`src/rtl/core_mem_arbiter_if.sv`:
```
// Bundle of the core-side fetch/data ports and the shared memory port.
// The arbiter uses the master view; the core and memory side use the slave view.
interface core_mem_arbiter_if #(
    parameter int ADDR_W = 32,
    parameter int DATA_W = 32
);
    logic              if_req;
    logic [ADDR_W-1:0] if_addr;
    logic [DATA_W-1:0] if_rdata;
    logic              if_valid;

    logic              d_req;
    logic              d_we;
    logic [ADDR_W-1:0] d_addr;
    logic [DATA_W-1:0] d_wdata;
    logic [DATA_W-1:0] d_rdata;
    logic              d_valid;

    logic              core_stall;

    logic              mem_req;
    logic              mem_we;
    logic [ADDR_W-1:0] mem_addr;
    logic [DATA_W-1:0] mem_wdata;
    logic [DATA_W-1:0] mem_rdata;
    logic              mem_ack;

    logic              bus_err;

    modport master (
        input  if_req, if_addr, d_req, d_we, d_addr, d_wdata, mem_rdata, mem_ack,
        output if_rdata, if_valid, d_rdata, d_valid, core_stall,
               mem_req, mem_we, mem_addr, mem_wdata, bus_err
    );

    modport slave (
        output if_req, if_addr, d_req, d_we, d_addr, d_wdata, mem_rdata, mem_ack,
        input  if_rdata, if_valid, d_rdata, d_valid, core_stall,
               mem_req, mem_we, mem_addr, mem_wdata, bus_err
    );
endinterface

```
`src/rtl/core_mem_arbiter.sv`:
```
// Shares one single-port memory between instruction fetch and load/store,
// with fixed data priority and a per-access watchdog that aborts hung accesses.
module core_mem_arbiter #(
    parameter int ADDR_W         = 32,
    parameter int DATA_W         = 32,
    parameter int TIMEOUT_CYCLES = 255
) (
    input logic                clk,
    input logic                reset,
    core_mem_arbiter_if.master bus
);

    localparam logic [15:0]       WDOG_LIMIT = 16'(TIMEOUT_CYCLES);
    localparam logic [DATA_W-1:0] NOP_INSN   = DATA_W'(32'h0000_0013);

    typedef enum logic [1:0] {
        IDLE  = 2'd0,
        DATA  = 2'd1,
        FETCH = 2'd2
    } state_t;

    state_t            state_q;
    logic              mem_req_q;
    logic              mem_we_q;
    logic [ADDR_W-1:0] mem_addr_q;
    logic [DATA_W-1:0] mem_wdata_q;
    logic [DATA_W-1:0] if_rdata_q;
    logic [DATA_W-1:0] d_rdata_q;
    logic              if_valid_q;
    logic              d_valid_q;
    logic              bus_err_q;
    logic [15:0]       wdog_q;
    logic [15:0]       wdog_d;
    logic              timeout;
    logic              d_elig;
    logic              if_elig;

    // A port whose valid is up this cycle is being released, not re-requesting.
    always_comb begin
        wdog_d  = wdog_q + 16'd1;
        timeout = (wdog_d == WDOG_LIMIT);
        d_elig  = bus.d_req & ~d_valid_q;
        if_elig = bus.if_req & ~if_valid_q;
    end

    always_ff @(posedge clk or posedge reset) begin
        if (reset) begin
            state_q     <= IDLE;
            mem_req_q   <= 1'b0;
            mem_we_q    <= 1'b0;
            mem_addr_q  <= '0;
            mem_wdata_q <= '0;
            if_rdata_q  <= '0;
            d_rdata_q   <= '0;
            if_valid_q  <= 1'b0;
            d_valid_q   <= 1'b0;
            bus_err_q   <= 1'b0;
            wdog_q      <= '0;
        end else begin
            if_valid_q <= 1'b0;
            d_valid_q  <= 1'b0;
            case (state_q)
                IDLE: begin
                    if (d_elig) begin
                        state_q     <= DATA;
                        mem_req_q   <= 1'b1;
                        mem_we_q    <= bus.d_we;
                        mem_addr_q  <= bus.d_addr;
                        mem_wdata_q <= bus.d_wdata;
                        wdog_q      <= '0;
                    end else if (if_elig) begin
                        state_q     <= FETCH;
                        mem_req_q   <= 1'b1;
                        mem_we_q    <= 1'b0;
                        mem_addr_q  <= bus.if_addr;
                        mem_wdata_q <= '0;
                        wdog_q      <= '0;
                    end
                end
                DATA, FETCH: begin
                    // An ack in the timeout cycle still completes normally.
                    if (bus.mem_ack) begin
                        state_q   <= IDLE;
                        mem_req_q <= 1'b0;
                        if (state_q == FETCH) begin
                            if_valid_q <= 1'b1;
                            if_rdata_q <= bus.mem_rdata;
                        end else begin
                            d_valid_q <= 1'b1;
                            if (!mem_we_q) begin
                                d_rdata_q <= bus.mem_rdata;
                            end
                        end
                    end else if (timeout) begin
                        state_q   <= IDLE;
                        mem_req_q <= 1'b0;
                        bus_err_q <= 1'b1;
                        if (state_q == FETCH) begin
                            if_valid_q <= 1'b1;
                            if_rdata_q <= NOP_INSN;
                        end else begin
                            d_valid_q <= 1'b1;
                            if (!mem_we_q) begin
                                d_rdata_q <= '0;
                            end
                        end
                    end else begin
                        wdog_q <= wdog_d;
                    end
                end
                default: begin
                    state_q   <= IDLE;
                    mem_req_q <= 1'b0;
                end
            endcase
        end
    end

    assign bus.mem_req    = mem_req_q;
    assign bus.mem_we     = mem_we_q;
    assign bus.mem_addr   = mem_addr_q;
    assign bus.mem_wdata  = mem_wdata_q;
    assign bus.if_rdata   = if_rdata_q;
    assign bus.if_valid   = if_valid_q;
    assign bus.d_rdata    = d_rdata_q;
    assign bus.d_valid    = d_valid_q;
    assign bus.bus_err    = bus_err_q;
    // Held low in reset so every output reads zero while reset is asserted.
    assign bus.core_stall = ~reset & ((bus.if_req & ~if_valid_q) | (bus.d_req & ~d_valid_q));

endmodule

```
`src/flat_wrapper.sv`:
```
// flat-port wrapper written by rule: the top's interface ports become plain ports
module core_mem_arbiter_flat 
#(
    parameter int ADDR_W         = 32,
    parameter int DATA_W         = 32,
    parameter int TIMEOUT_CYCLES = 255
)
  (clk, reset, bus_if_req, bus_if_addr, bus_d_req, bus_d_we, bus_d_addr, bus_d_wdata, bus_mem_rdata, bus_mem_ack, bus_if_rdata, bus_if_valid, bus_d_rdata, bus_d_valid, bus_core_stall, bus_mem_req, bus_mem_we, bus_mem_addr, bus_mem_wdata, bus_bus_err);
  core_mem_arbiter_if #(.ADDR_W(ADDR_W), .DATA_W(DATA_W)) bus_i ();
  input logic clk;
  input logic reset;
  input wire logic [$bits(bus_i.if_req)-1:0] bus_if_req;
  input wire logic [$bits(bus_i.if_addr)-1:0] bus_if_addr;
  input wire logic [$bits(bus_i.d_req)-1:0] bus_d_req;
  input wire logic [$bits(bus_i.d_we)-1:0] bus_d_we;
  input wire logic [$bits(bus_i.d_addr)-1:0] bus_d_addr;
  input wire logic [$bits(bus_i.d_wdata)-1:0] bus_d_wdata;
  input wire logic [$bits(bus_i.mem_rdata)-1:0] bus_mem_rdata;
  input wire logic [$bits(bus_i.mem_ack)-1:0] bus_mem_ack;
  output wire logic [$bits(bus_i.if_rdata)-1:0] bus_if_rdata;
  output wire logic [$bits(bus_i.if_valid)-1:0] bus_if_valid;
  output wire logic [$bits(bus_i.d_rdata)-1:0] bus_d_rdata;
  output wire logic [$bits(bus_i.d_valid)-1:0] bus_d_valid;
  output wire logic [$bits(bus_i.core_stall)-1:0] bus_core_stall;
  output wire logic [$bits(bus_i.mem_req)-1:0] bus_mem_req;
  output wire logic [$bits(bus_i.mem_we)-1:0] bus_mem_we;
  output wire logic [$bits(bus_i.mem_addr)-1:0] bus_mem_addr;
  output wire logic [$bits(bus_i.mem_wdata)-1:0] bus_mem_wdata;
  output wire logic [$bits(bus_i.bus_err)-1:0] bus_bus_err;
  assign bus_i.if_req = bus_if_req;
  assign bus_i.if_addr = bus_if_addr;
  assign bus_i.d_req = bus_d_req;
  assign bus_i.d_we = bus_d_we;
  assign bus_i.d_addr = bus_d_addr;
  assign bus_i.d_wdata = bus_d_wdata;
  assign bus_i.mem_rdata = bus_mem_rdata;
  assign bus_i.mem_ack = bus_mem_ack;
  assign bus_if_rdata = bus_i.if_rdata;
  assign bus_if_valid = bus_i.if_valid;
  assign bus_d_rdata = bus_i.d_rdata;
  assign bus_d_valid = bus_i.d_valid;
  assign bus_core_stall = bus_i.core_stall;
  assign bus_mem_req = bus_i.mem_req;
  assign bus_mem_we = bus_i.mem_we;
  assign bus_mem_addr = bus_i.mem_addr;
  assign bus_mem_wdata = bus_i.mem_wdata;
  assign bus_bus_err = bus_i.bus_err;
  core_mem_arbiter #(.ADDR_W(ADDR_W), .DATA_W(DATA_W), .TIMEOUT_CYCLES(TIMEOUT_CYCLES)) u_core (.clk(clk), .reset(reset), .bus(bus_i));
endmodule
```
`config.mk`:
```
export PLATFORM = sky130hd
export DESIGN_NAME = core_mem_arbiter_flat
export DESIGN_NICKNAME = d
export VERILOG_FILES = /design/src/rtl/core_mem_arbiter_if.sv /design/src/rtl/core_mem_arbiter.sv /design/src/flat_wrapper.sv
export SDC_FILE = /design/constraint.sdc
export NUM_CORES = 1
export LEC_CHECK = 0
export BUFFER_PORTS_ARGS = -buffer_cell sky130_fd_sc_hd__buf_4
export CAP_MARGIN = 15
export CORE_UTILIZATION = 43
export CTS_CLUSTER_DIAMETER = 200
export DETAILED_ROUTE_END_ITERATION = 8
export PLACE_DENSITY = 0.76
export SLEW_MARGIN = 20
export SYNTH_ARGS = -nofsm -noshare
export SYNTH_HDL_FRONTEND = slang
export SYNTH_SLANG_ARGS = --single-unit
export TNS_END_PERCENT = 20
```
`constraint.sdc`:
```
create_clock -name clk -period 5.2 [get_ports clk]
set_clock_uncertainty 0.2 [all_clocks]
set_input_delay 0.78 -clock clk [delete_from_list [all_inputs] [get_ports clk]]
set_output_delay 0.78 -clock clk [all_outputs]
set_load 0.1 [all_outputs]
```
# Yosys cells after proc, flatten, opt, wreduce, memory -nomap -nowiden
# Cells that the tools add are included.
[word_totals]
latch_bits = 0
in_bits = 134
romBits = 0
register_bits = 151
mem_bits_rw = 0
memories = 0
elab_cells = 79
[classes]
magnitude_cmp = 0
eq_ne = 7
n_reduce_logical = 11
muxes = 39
addsub = 1
n_shift = 0
n_div = 0
mul = 0
bitwise_logic = 10
[ops]
columns = ["cell", "count"]
rows = [
  ["32-bit two-way mux", 14],
  ["16-bit two-way mux", 4],
  ["16-bit case mux with 2 select lines", 1],
  ["16-bit by 1-bit adder with 16-bit output (second input constant)", 1],
  ["16-bit by 8-bit equality test with 1-bit output (second input constant)", 1],
  ["1-bit two-way mux", 14],
  ["2-bit two-way mux", 4],
  ["4-bit AND reduction", 2],
  ["1-bit NOT", 6],
  ["3-bit AND reduction", 2],
  ["2-bit nonzero test", 3],
  ["2-bit != test (second input constant)", 2],
  ["2-bit case mux with 2 select lines", 1],
  ["2-bit AND reduction", 2],
  ["1-bit bitwise AND", 3],
  ["3-bit by 1-bit != test with 1-bit output (second input constant)", 1],
  ["3-bit by 2-bit != test with 1-bit output (second input constant)", 1],
  ["2-bit by 1-bit equality test with 1-bit output (second input constant)", 1],
  ["2-bit equality test (second input constant)", 1],
  ["2-bit logical NOT", 1],
  ["1-bit case mux with 2 select lines", 1],
  ["2-bit OR reduction", 1],
  ["1-bit bitwise OR", 1],
]

# Depth between registers and ports, before layout
# Gate-level depths: netlist of run 1.
[depth]
word_depth = 5
ltp_mapped = 11

# Worst setup path after synthesis of run 1
# OpenSTA, ideal clock, no wires.
[synth_timing]
kind = "register to output"
from = "register u_core.d_valid_q (netlist: u_core.bus.d_valid)"
to = "output bus_core_stall"
stages_incl_launch_ff = 5
t_arrival_ns = 2.627
n_path_buf = 1
path_slack_ns = 1.593
path_cell_list = "dfrtp_1 -> nor2b_1 -> clkbuf_1 -> a21oi_1 -> nor2_1"
[synth_between]
elab_chain_cells = 4
[synth_rtl]
columns = ["element", "line_no", "source"]
rows = [
  ["start, declared", "core_mem_arbiter.sv:30", "logic d_valid_q;"],
  ["start signal, assigned", "core_mem_arbiter.sv:56", "d_valid_q <= 1'b0;"],
  ["start signal, assigned", "core_mem_arbiter.sv:61", "d_valid_q <= 1'b0;"],
  ["start signal, assigned", "core_mem_arbiter.sv:89", "d_valid_q <= 1'b1;"],
  ["1-bit NOT", "core_mem_arbiter.sv:129", "assign bus.core_stall = ~reset & ((bus.if_req & ~if_valid_q) | (bus.d_req & ~d_valid_q));"],
  ["1-bit bitwise AND", "core_mem_arbiter.sv:129", ""],
  ["1-bit bitwise OR", "core_mem_arbiter.sv:129", ""],
  ["1-bit bitwise AND", "core_mem_arbiter.sv:129", ""],
  ["end, declared", "flat_wrapper.sv:24", "output wire logic [$bits(bus_i.core_stall)-1:0] bus_core_stall;"],
]
# Every way passes these cells.

# Worst setup path after layout of run 1
[layout_timing]
from = "register u_core.wdog_q[10]"
to = "register u_core.d_rdata_q[30] (netlist: u_core.bus.d_rdata[30])"
[layout_between]
elab_chain_cells = 4
[layout_rtl]
columns = ["element", "line_no", "source"]
rows = [
  ["start, declared", "core_mem_arbiter.sv:32", "logic [15:0] wdog_q;"],
  ["start signal, assigned", "core_mem_arbiter.sv:108", "wdog_q <= wdog_d;"],
  ["16-bit by 1-bit adder with 16-bit output", "core_mem_arbiter.sv:40", "wdog_d = wdog_q + 16'd1;"],
  ["16-bit by 8-bit equality test with 1-bit output", "core_mem_arbiter.sv:41", "timeout = (wdog_d == WDOG_LIMIT);"],
  ["2-bit nonzero test (no line)", "-", ""],
  ["4-bit AND reduction (no line)", "-", ""],
  ["end signal, assigned", "core_mem_arbiter.sv:91", "d_rdata_q <= bus.mem_rdata;"],
  ["end, declared", "core_mem_arbiter.sv:28", "logic [DATA_W-1:0] d_rdata_q;"],
]
# Every way passes these cells.
# A chain may end at the register's enable or synchronous reset.

==> results_tabular.tex, run 1 <==
\begin{tabular}{lr}
\hline
Metric & Value \\
\hline
\multicolumn{2}{l}{\textbf{CTS}} \\
CTS tree & built \\
Total number of clock tree sinks & 151 \\
Maximum count of clock buffers along a single path & 2 \\
Clock insertion delay at the later pin of the skew report & around 0.41 ns \\
PostCTS Resize Cnt & 0 \\
Buffer cell driving the clock tree root & sky130\_fd\_sc\_hd\_\_clkbuf\_16 \\
Hold buffer count at CTS & 0 \\
Number of H-tree branching levels & 4 \\
Number of buffers inserted during clock tree synthesis & 17 \\
Post-CTS setup-driven buffer insertion count & 0 \\
Register clock-pin slew on the reported worst setup and hold paths & roughly 0.060 ns \\
\multicolumn{2}{l}{\textbf{Synth}} \\
Post-synth design cell area & 0.00644 mm\^{}2 \\
\#FFs+latches synth & 151 \\
Number of distinct library cells after synthesis & 53 \\
Number of cells produced by synthesis & 541 \\
Top post-synthesis cells by count & sky130\_fd\_sc\_hd\_\_dfrtp\_1 (151), sky130\_fd\_sc\_hd\_\_a22o\_1 (94), sky130\_fd\_sc\_hd\_\_nand2\_1 (51) \\
Nets in the synthesized netlist & roughly 680 \\
Number of enable flip-flop cells after synthesis & 0 \\
Count leader, synth & sky130\_fd\_sc\_hd\_\_dfrtp\_1 \\
Library cell occupying the most area in the post-synthesis netlist & sky130\_fd\_sc\_hd\_\_dfrtp\_1 \\
Proportion of synthesized chip area in sequential cells & a little under 60\% \\
Dominant cells by area after synthesis & sky130\_fd\_sc\_hd\_\_dfrtp\_1 (59\%), sky130\_fd\_sc\_hd\_\_a22o\_1 (13\%), sky130\_fd\_sc\_hd\_\_mux2i\_1 (5.4\%) \\
Total of warnings raised by yosys & 0 \\
Share of the synthesized area in the top cell type & around three fifths \\
Top FF cell, synth & sky130\_fd\_sc\_hd\_\_dfrtp\_1 \\
Mean Syn Cell Area & 11.9 um\^{}2 \\
Share of synthesized flip-flops with an asynchronous set or reset & 100\% \\
\multicolumn{2}{l}{\textbf{STA}} \\
\# setup viols final & 0 \\
Headroom to the max-slew limit & $\sim$36\% \\
Period utilisation layout & between 60\% and 70\% \\
RSZ-0062 raised after global routing & no \\
Max Clock Freq & 0.308 GHz \\
Total negative setup slack & 0 ns \\
Final hold violation count & 0 \\
Final critical delay including setup and external delays & between 3 and 4 ns \\
Max-slew violation total from the final report & 0 \\
Measured slew at the worst slew-check pin & 0.957 ns \\
\multicolumn{2}{l}{\textbf{Layout}} \\
Fillcell total & about 1100 \\
Multi-input logic area & about 0.0024 mm\^{}2 \\
Post-layout utilization of the core & 62.2\% \\
Net count, final & 923 \\
Syn-to-layout area delta & 40.8\% \\
Register cell area after layout & roughly 0.0038 mm\^{}2 \\
Post-route cell area & 0.00907 mm\^{}2 \\
Fraction of final layout cells sized beyond drive strength 1 & 40.5\% \\
Diodes inserted & 0 \\
\multicolumn{2}{l}{\textbf{Die}} \\
Initial cell density of the core & roughly 44\% \\
Ports & 268 \\
Full die area & 0.0155 mm\^{}2 \\
Number of placement rows & 44 \\
Floorplan core area & 0.0146 mm\^{}2 \\
Width of the die & $\sim$120 um \\
DIE HEIGHT & 124 um \\
\multicolumn{2}{l}{\textbf{Run status}} \\
Run status & finished clean \\
\multicolumn{2}{l}{\textbf{Global route}} \\
Maximum number of pins on one net before global-route repair & $\sim$100 \\
Leftover overflow at the end of global routing & 0 \\
Global router's overall resource usage & 23.1\% \\
Wire length of the first global-routing pass & 28500 um \\
Number of global-route vias before repair & 5454 \\
Antenna violations before repair & 0 \\
\multicolumn{2}{l}{\textbf{Place}} \\
Count of buffers inserted at the top-level ports & $\sim$270 \\
Instance area after placement & about 0.0085 mm\^{}2 \\
RePlAce Congestion & 0.910 \\
Total half-perimeter wirelength after legalization and detailed placement & $\sim$12000 um \\
\multicolumn{2}{l}{\textbf{Routing}} \\
Drt drc & 0 \\
Vias after detailed routing & 5528 \\
Iteration count of the initial detailed-routing pass & 4 \\
DRC violation total after the first TritonRoute iteration & 272 \\
Drt via density & 5.63 \\
Detail Route Antenna Nets & 0 \\
Routed len/inst & roughly 18 um \\
Total routed wirelength & 17500 um \\
\multicolumn{2}{l}{\textbf{Critical path}} \\
Worst Path Max Fanout & 32 \\
Arrival time reported for the critical path endpoint & 3.35 ns \\
Category of the most critical setup path & flop to flop \\
Type of origin of the critical path & flop \\
Crit path capture type & flop \\
Worst Path Required & 5.30 ns \\
\multicolumn{2}{l}{\textbf{Flow run}} \\
Max-cap viol count & 0 \\
\multicolumn{2}{l}{\textbf{Worst hold path}} \\
Worst Hold Class & flop to flop \\
\hline
\end{tabular}
[per-layer routing]
layer,part of all wire [%],GRT usage (%),vias up
met4,2.3,8.93,0
met1,41,29.3,2680
met2,48,37.9,298
met5,0,0,-
li1,-,-,2517
met3,8.1,5.88,33
[flip-flops by register name, indices dropped and copies added (netlist names)]
name and cells:
u_core.bus.mem_we 1, u_core.bus.d_valid 1, u_core.bus.mem_wdata 32, u_core.bus.bus_err 1, u_core.bus.mem_addr 32, u_core.wdog_q 16
u_core.bus.mem_req 1, u_core.bus.d_rdata 32, u_core.bus.if_rdata 32, u_core.state_q 2, u_core.bus.if_valid 1
[placed cells by master, fill, tap and decap left out, drive strengths merged, types with 11 or more instances in the layout]
cell type,netlist,routed
inv,9,16
dfrtp,151,151
o21ai,42,42
mux2i,35,35
buf,12,271
nand2,51,51
clkbuf,34,19
a31oi,11,11
a22o,96,96
nor2,12,12
[per-stage QoR]
stage | setup slack (ns) | hold WS [ns] | cells
floorplan | 0.155 | 0.274 | 541
detailed placement | 1.78 | 0.272 | 950
global route | 1.78 | 0.298 | 982
CTS | 1.83 | 0.286 | 982
finish | 1.96 | 0.283 | 982
global placement | 1.91 | 0.264 | 950
[area by class of cell]
class	instances	area share [%]
inverter	9	0.428
multi-input combinational	335	26.7
clock buffer	19	4.77
sequential	151	41.6
clock inverter	13	1.50
tap	184	2.54
timing repair buffer	271	22.4
[cells by family (layout without fill, tap and decap cells)]
group,after synthesis,in the layout,share of synthesized area (%)
xor+xnor,2,2,0.272
buf+inv,55,312,4.17
fa+ha+maj,4,4,0.777
flops,151,151,58.6
compound gates,182,182,22.0
mux,36,36,5.61
simple gates,111,111,8.54
[worst paths after layout]
check                                        from                  endpoint  slack (ns)  cells past startpoint
min reg2reg                u_core.bus.mem_addr[9]    u_core.bus.mem_addr[9]        0.28                      2
max reg2reg                     u_core.wdog_q[10]    u_core.bus.d_rdata[30]        1.96                      7
max in group asynchronous                   reset  u_core.bus.mem_wdata[28]        3.27                      3
min                        u_core.bus.mem_addr[9]    u_core.bus.mem_addr[9]        0.28                      2
max                             u_core.wdog_q[10]    u_core.bus.d_rdata[30]        1.96                      7
min in group asynchronous                   reset   u_core.bus.if_rdata[15]        0.37                      2
[critical path, stage by stage, from the launching register on]
cell and delay (ns):
sky130_fd_sc_hd__dfrtp_1 0.48, sky130_fd_sc_hd__and4_1 0.28, sky130_fd_sc_hd__and4_4 0.20, sky130_fd_sc_hd__or3_4 0.33, sky130_fd_sc_hd__a2111oi_4 0.42, sky130_fd_sc_hd__a21oi_2 0.12
sky130_fd_sc_hd__or3_2 0.78, sky130_fd_sc_hd__a22o_2 0.32
Power of run 1 is left out: the tool's default activity adds up to more than one toggle a clock period on the data nets, which glitch-free logic cannot reach.
==> inputs of run 2 (changes only) <==
==> constraint.sdc (replaced) <==
create_clock -name clk -period 2.6 [get_ports clk]
set_clock_uncertainty 0.2 [all_clocks]
set_input_delay 0.39 -clock clk [delete_from_list [all_inputs] [get_ports clk]]
set_output_delay 0.39 -clock clk [all_outputs]
set_load 0.1 [all_outputs]
==> results_tabular.tex, run 2 (synthesis results as in run 1) <==
\begin{tabular}{lr}
\hline
Metric & Value \\
\hline
\multicolumn{2}{l}{\textbf{Die}} \\
Floorplan core area & 0.0146 mm\^{}2 (unchanged) \\
Ports & 268 (unchanged) \\
Number of placement rows & 44 (unchanged) \\
Initial cell density of the core & 44.2\% (unchanged) \\
DIE HEIGHT & 124 um (unchanged) \\
Width of the die & 124 um (unchanged) \\
Full die area & 0.0155 mm\^{}2 (unchanged) \\
\multicolumn{2}{l}{\textbf{Routing}} \\
Routed len/inst & 18.5 um (+3.6\%) \\
Drt drc & 0 (unchanged) \\
Vias after detailed routing & 6111 (+11\%) \\
Detail Route Antenna Nets & 0 (unchanged) \\
Drt via density & 5.54 (-1.6\%) \\
DRC violation total after the first TritonRoute iteration & 325 (+19\%) \\
Total routed wirelength & 20400 um (+16\%) \\
Iteration count of the initial detailed-routing pass & 5 (+1) \\
\multicolumn{2}{l}{\textbf{Critical path}} \\
Crit path capture type & flop \\
Cell Chain, Critical Path & and4\_4 > and4\_4 > or3\_4 > a2111oi\_4 > buf\_4 > a21oi\_4 > buf\_6 > a22o\_1 > or3\_1 \\
Type of origin of the critical path & flop \\
Worst Path Max Fanout & 4 (-88\%) \\
Category of the most critical setup path & flop to flop \\
Slowest stage delay, CP & 0.42 ns (-0.36 ns) \\
Most used cell, CP & sky130\_fd\_sc\_hd\_\_and4\_4 \\
Slowest cell on the critical path & sky130\_fd\_sc\_hd\_\_dfrtp\_1 \\
Slack of the worst reg-to-reg path & -0.16 ns (-2.12 ns) \\
Worst Path Required & 2.69 ns (-2.61 ns) \\
Arrival time reported for the critical path endpoint & 2.86 ns (-0.49 ns) \\
\multicolumn{2}{l}{\textbf{CTS}} \\
Number of buffers inserted during clock tree synthesis & 17 (unchanged) \\
CTS tree & built \\
Total number of clock tree sinks & 151 (unchanged) \\
Maximum count of clock buffers along a single path & 2 (unchanged) \\
Number of H-tree branching levels & 4 (unchanged) \\
Buffer cell driving the clock tree root & sky130\_fd\_sc\_hd\_\_clkbuf\_16 \\
Register clock-pin slew on the reported worst setup and hold paths & 0.07 ns (about the same) \\
Clock insertion delay at the later pin of the skew report & 0.42 ns (about the same) \\
\multicolumn{2}{l}{\textbf{Run status}} \\
Violated checks & negative setup slack \\
Run status & finished with violations \\
\multicolumn{2}{l}{\textbf{Place}} \\
Total half-perimeter wirelength after legalization and detailed placement & 13500 um (+9.9\%) \\
Worst setup slack after placement & -0.456 ns (-2.23 ns) \\
Count of buffers inserted at the top-level ports & 267 (unchanged) \\
Placed instance count & 1008 (+6.1\%) \\
Instance area after placement & 0.00901 mm\^{}2 (+6.0\%) \\
RePlAce Congestion & 0.896 (-1.6\%) \\
\multicolumn{2}{l}{\textbf{Global route}} \\
Leftover overflow at the end of global routing & 0 (unchanged) \\
Antenna violations before repair & 0 (unchanged) \\
Number of global-route vias before repair & 6275 (+15\%) \\
Wire length of the first global-routing pass & 32700 um (+14\%) \\
Maximum number of pins on one net before global-route repair & 85 (-18\%) \\
Global router's overall resource usage & 26.6\% (+3.5 points) \\
\multicolumn{2}{l}{\textbf{Flow run}} \\
Max-cap viol count & 0 (unchanged) \\
\multicolumn{2}{l}{\textbf{Layout}} \\
Commonest cells after routing, fill and taps aside & sky130\_fd\_sc\_hd\_\_buf\_4 (323), sky130\_fd\_sc\_hd\_\_dfrtp\_1 (151), sky130\_fd\_sc\_hd\_\_a22o\_1 (94) \\
Most frequent standard cell in the layout excluding fill and tap cells & sky130\_fd\_sc\_hd\_\_buf\_4 \\
Syn-to-layout area delta & 61.8\% \\
Cell Count, Final, Fillers Out & 1103 (+12\%) \\
Net count, final & 1044 (+13\%) \\
Post-route cell area & 0.0104 mm\^{}2 (+15\%) \\
Diodes inserted & 0 (unchanged) \\
Fraction of final layout cells sized beyond drive strength 1 & 45.4\% (+4.9 points) \\
\multicolumn{2}{l}{\textbf{STA}} \\
Final critical delay including setup and external delays & 2.76 ns (-0.481 ns) \\
Final hold violation count & 0 (unchanged) \\
RSZ-0062 raised after global routing & yes \\
Measured slew at the worst slew-check pin & 0.579 ns (-0.378 ns) \\
Max Clock Freq & 0.362 GHz (+17\%) \\
Period utilisation layout & 106\% (+44 points) \\
Worst-case setup margin in the final layout & -0.164 ns (-2.12 ns) \\
\# setup viols final & 80 (+80) \\
Max-slew violation total from the final report & 0 (unchanged) \\
Headroom to the max-slew limit & 61.4\% (+25 points) \\
\multicolumn{2}{l}{\textbf{Worst hold path}} \\
Worst Hold Class & input port to flop \\
\hline
\end{tabular}
[run 2: final timing paths]
kind / endpoint / from / cells after the start
setup reg to reg: u_core.wdog_q[7] / u_core.wdog_q[2] / 9
max in group asynchronous: u_core.wdog_q[9] / reset / 4
hold reg to reg: u_core.bus.mem_addr[19] / u_core.bus.mem_addr[19] / 2
hold / removal: u_core.bus.if_rdata[22] / bus_mem_rdata[22] / 2
setup / recovery: u_core.wdog_q[7] / u_core.wdog_q[2] / 9
min in group asynchronous: u_core.state_q[1] / reset / 3
[run 2: per-layer routing]
layer	part of all wire (%)	global-route usage, %
met3	6.7	6.40
met5	0	0
met1	40	32.6
met2	51	45.3
met4	2.4	9.71
[run 2: critical path, delay by kind of cell, from the launching register on]
kind	cells	cell delay, ns
simple gates	4	1.04
compound gates	3	0.63
flops	1	0.42
buf+inv	2	0.36
[run 2: cell type report]
cell class / instances / area, um^2
Clock buffer: 18 / 429
Clock inverter: 14 / 166
Fill cell: 1000 / 4160
Inverter: 9 / 40.0
Multi-Input combinational cell: 335 / 2590
Sequential cell: 151 / 3780
Tap cell: 184 / 230
Timing Repair Buffer: 392 / 3200
[run 2: timing repair]
action,CTS,global route
pin swaps,17,13
resized for setup,31,19
buffers inserted,6,3
cloned,2,0
hold endpoints to repair,210,0
hold buffers,53,0
setup endpoints to repair,84,84
[run 2: per-stage QoR]
stage               TNS (ns)  hold slack [ns]  util, %
floorplan             -21.57            0.274        -
global placement      -19.27            0.119     61.7
detailed placement    -32.80            0.121     61.7
CTS                    -7.81         0.000583     70.7
global route          -14.24          0.00321     71.5
finish                 -7.77           0.0122     71.5
Power of run 2 is left out for the same reason.
